File: config.mk
export PLATFORM = sky130hd
export DESIGN_NAME = seq_mult
export DESIGN_NICKNAME = d
export VERILOG_FILES = /design/src/rtl/seq_mult_pkg.sv /design/src/rtl/seq_mult_dff_ar.sv /design/src/rtl/seq_mult.sv
export SDC_FILE = /design/constraint.sdc
export NUM_CORES = 1
export LEC_CHECK = 0
export CAP_MARGIN = 25
export CELL_PAD_IN_SITES_DETAIL_PLACEMENT = 0
export CELL_PAD_IN_SITES_GLOBAL_PLACEMENT = 1
export CORE_UTILIZATION = 48
export CTS_CLUSTER_DIAMETER = 200
export DETAILED_ROUTE_END_ITERATION = 8
export GPL_ROUTABILITY_DRIVEN = 0
export GPL_TIMING_DRIVEN = 1
export PLACE_DENSITY = 0.92
export SLEW_MARGIN = 20
export SYNTH_ARGS = -nofsm -noshare
export SYNTH_HDL_FRONTEND = slang
export SYNTH_SLANG_ARGS = --single-unit
export TNS_END_PERCENT = 50
File: constraint.sdc
create_clock -name clk -period 5 [get_ports clk]
set_input_delay 0.75 -clock clk [delete_from_list [all_inputs] [get_ports clk]]
set_output_delay 0.75 -clock clk [all_outputs]
set_load 0.05 [all_outputs]
File: src/rtl/seq_mult_pkg.sv
// Shared state encodings and default sizes for the sequential multiplier
// and the register file it writes into.
package seq_mult_pkg;

  localparam int DEF_WIDTH = 16;
  localparam int DEF_SEL_W = 3;

  typedef enum logic [1:0] {
    IDLE = 2'b00,
    RUN  = 2'b01,
    DONE = 2'b10
  } state_e;

endpackage

File: src/rtl/seq_mult_dff_ar.sv
// Async-reset register, cleared to zero; used for every state and
// datapath flop in the multiplier.
module dff_ar #(
  parameter int W = 1
) (
  input  logic         clk,
  input  logic         rst,
  input  logic [W-1:0] d,
  output logic [W-1:0] q
);

  always_ff @(posedge clk or posedge rst) begin
    if (rst) q <= '0;
    else     q <= d;
  end

endmodule

File: src/rtl/seq_mult.sv
// Shift-and-add unsigned multiplier: one multiplier bit per cycle,
// result written to the register file in a single-cycle DONE state.
module seq_mult
  import seq_mult_pkg::*;
#(
  parameter int WIDTH = DEF_WIDTH,
  parameter int SEL_W = DEF_SEL_W
) (
  input  logic             clk,
  input  logic             rst,
  input  logic             start,
  input  logic [WIDTH-1:0] opA,
  input  logic [WIDTH-1:0] opB,
  input  logic [SEL_W-1:0] dstSel,
  output logic             busy,
  output logic             writeEn,
  output logic [SEL_W-1:0] writeRegSel,
  output logic [WIDTH-1:0] writeData,
  output logic             ovf,
  output logic             err
);

  localparam int CNT_W = $clog2(WIDTH) + 1;
  localparam logic [CNT_W-1:0] LAST = CNT_W'(WIDTH - 1);

  logic [1:0]         st_q;
  state_e             state_q, state_d;
  logic [2*WIDTH-1:0] acc_q, acc_d, acc_sum;
  logic [2*WIDTH-1:0] mcand_q, mcand_d;
  logic [WIDTH-1:0]   mplier_q, mplier_d;
  logic [CNT_W-1:0]   cnt_q, cnt_d;
  logic [SEL_W-1:0]   dst_q, dst_d;
  logic [WIDTH-1:0]   wdata_q, wdata_d;
  logic [SEL_W-1:0]   wsel_q, wsel_d;
  logic               err_q, err_d;

  assign state_q = state_e'(st_q);

  dff_ar #(.W(2))       u_st    (.clk(clk), .rst(rst), .d(state_d),  .q(st_q));
  dff_ar #(.W(2*WIDTH)) u_acc   (.clk(clk), .rst(rst), .d(acc_d),    .q(acc_q));
  dff_ar #(.W(2*WIDTH)) u_mcand (.clk(clk), .rst(rst), .d(mcand_d),  .q(mcand_q));
  dff_ar #(.W(WIDTH))   u_mplr  (.clk(clk), .rst(rst), .d(mplier_d), .q(mplier_q));
  dff_ar #(.W(CNT_W))   u_cnt   (.clk(clk), .rst(rst), .d(cnt_d),    .q(cnt_q));
  dff_ar #(.W(SEL_W))   u_dst   (.clk(clk), .rst(rst), .d(dst_d),    .q(dst_q));
  dff_ar #(.W(WIDTH))   u_wdata (.clk(clk), .rst(rst), .d(wdata_d),  .q(wdata_q));
  dff_ar #(.W(SEL_W))   u_wsel  (.clk(clk), .rst(rst), .d(wsel_d),   .q(wsel_q));
  dff_ar #(.W(1))       u_err   (.clk(clk), .rst(rst), .d(err_d),    .q(err_q));

  assign acc_sum = mplier_q[0] ? acc_q + mcand_q : acc_q;

  always_comb begin
    state_d  = state_q;
    acc_d    = acc_q;
    mcand_d  = mcand_q;
    mplier_d = mplier_q;
    cnt_d    = cnt_q;
    dst_d    = dst_q;
    wdata_d  = wdata_q;
    wsel_d   = wsel_q;
    err_d    = start && (state_q != IDLE);
    unique case (state_q)
      IDLE: begin
        if (start) begin
          acc_d    = '0;
          mcand_d  = {{WIDTH{1'b0}}, opA};
          mplier_d = opB;
          dst_d    = dstSel;
          cnt_d    = '0;
          state_d  = RUN;
        end
      end
      RUN: begin
        acc_d    = acc_sum;
        mcand_d  = mcand_q << 1;
        mplier_d = mplier_q >> 1;
        cnt_d    = cnt_q + 1'b1;
        // Output data/select are captured once so they hold between results
        if (cnt_q == LAST) begin
          wdata_d = acc_sum[WIDTH-1:0];
          wsel_d  = dst_q;
          state_d = DONE;
        end
      end
      DONE: state_d = IDLE;
      default: state_d = IDLE;
    endcase
  end

  assign busy        = (state_q != IDLE);
  assign writeEn     = (state_q == DONE);
  assign writeData   = wdata_q;
  assign writeRegSel = wsel_q;
  assign ovf         = writeEn && (|acc_q[2*WIDTH-1:WIDTH]);
  assign err         = err_q;

endmodule
After elaboration in Yosys (flattened, before gate mapping) --
Cells that the tools add are included.
Storage, ports and cells: memories 0, bits in read-only memories 0, input bits 38, bits in writable memories 0, bits in latches 0, register bits 110, word-level logic and storage cells 41
Operators by class: bitwise gates (word level) 0, equality and inequality tests 6, reductions and logical operators 11, div/mod/pow operators 0, mux-type cells 12, multiply operators 0, add/sub/neg operators 2, $lt $le $gt $ge 0, shifts and indexed selects 0
Operators with widths (number):
- 32-bit case mux with 2 select lines | 2
- 32-bit 2-to-1 mux | 3
- 32-bit adder | 1
- 16-bit case mux with 2 select lines | 1
- 16-bit 2-to-1 mux | 1
- 16-bit OR reduction | 1
- 5-bit case mux with 2 select lines | 1
- 2-bit AND reduction | 4
- 5-bit by 1-bit adder with 5-bit output, second input constant | 1
- 5-bit by 4-bit equality test with 1-bit output, second input constant | 1
- 5-bit 2-to-1 mux | 1
- 2-bit 2-to-1 mux | 2
- 2-bit != test, second input constant | 2
- 2-bit case mux with 2 select lines | 1
- 2-bit nonzero test | 2
- 3-bit AND reduction | 1
- 2-bit by 1-bit equality test with 1-bit output, second input constant | 1
- 2-bit equality test, second input constant | 1
- 1-bit logical AND | 2
- 2-bit zero test | 1
- 2-bit by 1-bit != test with 1-bit output, second input constant | 1

Logic depth before layout (Yosys ltp) --
word-level depth 3, gate-level depth with buffers 10, gate-level depth less buffers 10

Cells and area by module --
From an unflattened synthesis, not the netlist that was laid out.
Unflattened totals: cells, all modules 636, area, all modules 6164.7 um^2
Modules (own cells, without submodules):
- seq_mult | instances 1, cells each 517, area each 3378.2 um^2
- dff_ar (u_acc ...) | instances 2, cells each 33, area each 804.5 um^2
- dff_ar (u_mplr ...) | instances 2, cells each 17, area each 404.1 um^2
- dff_ar (u_dst ...) | instances 2, cells each 4, area each 78.8 um^2
- dff_ar (u_cnt) | instances 1, cells each 6, area each 128.9 um^2
- dff_ar (u_st) | instances 1, cells each 3, area each 53.8 um^2
- dff_ar (u_err) | instances 1, cells each 2, area each 28.8 um^2

Least setup slack after synthesis --
Ideal clock, no wire load.
path type register to register, start register u_acc.q[0], end register u_acc.q[26], setup time 0.135 ns, clock period less this slack 2.525 ns, path slack 2.475 ns, cell stages (with the launch flop) 11, data required time 4.865 ns, data arrival time 2.389 ns, cells stage by stage dfrtp_1 -> ha_1 -> fa_1 -> a21o_1 -> a221oi_2 -> o31a_2 -> a2bb2oi_4 -> a211oi_1 -> o21ai_1 -> xnor2_1 -> o21ai_0
Between the ends: longest elaborated chain between the ends 3
RTL lines:
- start: declaration | line seq_mult_dff_ar.sv:9 | output logic [W-1:0] q
- start signal: assignment | line seq_mult_dff_ar.sv:13 | if (rst) q <= '0;
- start signal: assignment | line seq_mult_dff_ar.sv:14 | else q <= d;
- 32-bit adder | line seq_mult.sv:49 | assign acc_sum = mplier_q[0] ? acc_q + mcand_q : acc_q;
- 32-bit 2-to-1 mux | line seq_mult.sv:49
- 32-bit case mux with 2 select lines | line seq_mult.sv:61 | unique case (state_q)
No other way between the ends. The select of a mux whose other input is x is not followed. A chain may end at the register's enable or synchronous reset.

Final worst setup path --
start register u_acc.q[18], end output ovf
Between the ends: longest elaborated chain between the ends 2
RTL lines:
- 16-bit OR reduction | line seq_mult.sv:93 | assign ovf = writeEn && (|acc_q[2*WIDTH-1:WIDTH]);
- 1-bit logical AND | line seq_mult.sv:93
- end: declaration | line seq_mult.sv:19 | output logic ovf,
No other way between the ends.

==> impl_metrics.py <==
metrics = {
    "placement": {
        "dpl.hpwl_um": 10120,
        "dp_slack_ns": 2.063,
        "port_buffers": 60,
    },
    "global_routing": {
        "antenna_found_initial": 0,
        "grt_first_pass_wirelength_um": 24520,
        "track_usage_pct": 24.22,
        "grt_pass1_vias": 5057,
        "gr-total-overflow": 0,
        "grt_max_degree": 55,
    },
    "drt": {
        "ant_nets": 0,
        "wl_per_cell_um": 16.75,
        "first_pass_iters": 8,
        "vias": 4960,
        "drt-initial-drc-count": 295,
        "vias_per_cell": 5.754,
        "drcViolationCount": 0,
        "drt-total-wl_um": 14440,
    },
    "sta": {
        "hold_viol": 0,
        "setup_viol": 0,
        "maxSlewViolCount": 0,
        "clock_skew_ns": 0.005756,
        "fin_crit_sh_pct": 60.68,
        "period_needed_ns": 3.034,
        "tightest_slew_ns": 0.9883,
        "rsz0062_at_grt": "no",
        "finalSetupTns_ns": 0,
        "setup_slack_ns": 1.966,
        "max_freq_mhz": 329.6,
        "slew-limit-headroom_pct": 34.11,
    },
    "yosys": {
        "yosysMostFrequentCell": "nand2_1",
        "ys_ff_latch": 110,
        "syn_area_um2": 6007,
        "ys_warn_count": 0,
        "synth-edff-count": 0,
        "synthArstFlopShare_pct": 100.0,
        "synth_top_area_cell": "dfrtp_1",
        "synth_top_area_share_pct": 45.82,
        "synth-seq-area-share_pct": 45.82,
        "ys_types": 53,
        "synth_fp_nets": 719,
        "synth.area.top_cells": "dfrtp_1 46%, nand2_1 9.8%, ha_1 6.9%",
        "synthFlopType": "dfrtp_1",
        "syn_inst": 647,
        "synth_common_cells": "157 x nand2_1, 110 x dfrtp_1, 71 x o21ai_0",
        "avgSynthCellArea_um2": 9.284,
    },
    "worst_setup_path": {
        "crit_required_ns": 4.25,
        "max_stage_delay_ns": 0.69,
        "worstPathMaxFanout": 3,
        "crit_type": "flip-flop to output pin",
        "worst_r2r_path_depth": 10,
        "start_kind": "flip-flop",
        "worst_ep_arrival_time_ns": 2.28,
        "cp_cell_sequence": "nor4_1, nand4_1, and2_1, clkdlybuf4s50_1",
        "crit_path_end_kind": "output pin",
        "crit_slowest_cell": "clkdlybuf4s50_1",
    },
    "cts": {
        "cts_setup_buffers": 0,
        "htree_num_levels": 3,
        "cts_resized": 0,
        "clkTransAtPathRegs_ns": 0.07,
        "cts_tree": "yes",
        "clock_path_buffers": 2,
        "cts_sinks": 110,
        "numCtsBuffers": 9,
        "hold_buffers": 0,
        "clk_latency_ns": 0.35,
        "cts-root-buf": "clkbuf_16",
    },
    "job": {
        "drv_cap": 0,
    },
    "layout": {
        "syn_to_final_growth_pct": 17.43,
        "drive_gt1_share_pct": 6.196,
        "n_antenna_cell": 0,
        "nNetsFinal": 761,
    },
    "die": {
        "rows": 40,
        "start_util_pct": 49.60,
        "core_um2": 12110,
        "boundaryPins": 61,
        "dieArea_um2": 12970,
        "fp.dieW_um": 113.9,
        "die_h_um": 113.9,
    },
    "pwr": {
        "power.leakage_nw": 3.279,
        "powerDensity_nw_per_um2": 706.6,
        "ir_drop_uv": 339.6,
    },
    "min_path": {
        "whs_path_depth": 2,
        "hold_class": "flip-flop to flip-flop",
    },
    "run_status": {
        "status": "finished clean",
    },
}
layout by cell type (no fill, tap or decap), types with 13 or more instances in the layout:
cell and n:
o21ai_0 71, a22oi_1 30, mux2i_1 17, dfrtp_1 110, a22o_1 13, nand3_1 14
a21o_1 16, xnor2_1 18, clkdlybuf4s50_1 60, nand2_1 156, nor2_1 13, a21oi_1 26
ha_1 33
layout make-up:
| cell class | count | area [um2] |
|---|---|---|
| repair buffers | 67 | 656.9 |
| clock inverters | 6 | 70.07 |
| flip-flops and latches | 110 | 2753 |
| inverters | 7 | 28.78 |
| fillers | 1098 | 5057 |
| multi-input cells | 494 | 3107 |
| well taps | 168 | 210.2 |
| clock buffers | 10 | 229.0 |
path summary, 6_finish.rpt:
path / start / endpoint / slack, ns
min in group asynchronous: rst / u_acc.q[14] / 0.85
min reg2reg: u_dst.q[0] / u_dst.q[0] / 0.47
max in group asynchronous: rst / u_acc.q[15] / 3.24
max: u_acc.q[18] / ovf / 1.97
max reg2reg: u_mcand.q[0] / u_acc.q[26] / 2.07
min: u_dst.q[0] / u_dst.q[0] / 0.47
kinds of logic after synthesis:
group | after synthesis | share of synthesized area (%)
AOI/OAI and AO/OA | 191 | 21.00
xor gates and xnor gates | 29 | 4.228
adders and majority gates | 34 | 7.207
buffers and inverters | 43 | 2.770
DFF | 110 | 45.82
muxes | 20 | 3.395
and+or+nand+nor | 220 | 15.58
through the flow:
| step | area [um2] | hold slack [ns] | cells | utilization, % | total power [mW] |
|---|---|---|---|---|---|
| 2_1_floorplan | 6007 | 0.4417 | 647 | - | 3.560 |
| 3_3_place_gp | 6736 | 0.4552 | 845 | 55.62 | 4.117 |
| 3_5_place_dp | 6741 | 0.4629 | 845 | 55.66 | 4.238 |
| 4_1_cts | 7041 | 0.4808 | 861 | 58.13 | 4.987 |
| 5_1_grt | 7054 | 0.5004 | 862 | 58.24 | 5.379 |
| 6_report | 7054 | 0.4736 | 862 | 58.24 | 4.984 |
flip-flops by register name (all words and copies together) (netlist names):
signal,cells
u_acc.q,32
u_mcand.q,32
u_mplr.q,16
u_wdata.q,16
u_cnt.q,5
u_dst.q,3
u_wsel.q,3
u_st.q,2
u_err.q,1
power breakdown:
| group | internal (mW) | total [mW] | switching, mW |
|---|---|---|---|
| combinational | 1.08 | 2.72 | 1.64 |
| sequential | 1.26 | 1.54 | 0.284 |
| clock | 0.392 | 0.727 | 0.335 |
| total | 2.73 | 4.98 | 2.26 |
worst max-delay path: cells and delay by family, from the launching register on:
family                 cells  cell delay, ns
AND/OR/NAND/NOR            3            0.83
buffers and inverters      1            0.69
flip-flops                 1            0.41
layer usage:
layer / global-route usage [%] / part of all wire [%] / vias to the layer above / routed length, um
li1: - / - / 2381 / -
met1: 31.49 / 45 / 2419 / 6487
met2: 39.80 / 47 / 132 / 6840
met3: 3.773 / 4.4 / 28 / 642
met4: 11.52 / 3.2 / 0 / 468
met5: 0 / 0 / - / 0
Note: power is estimated with default switching activity, not from simulation.
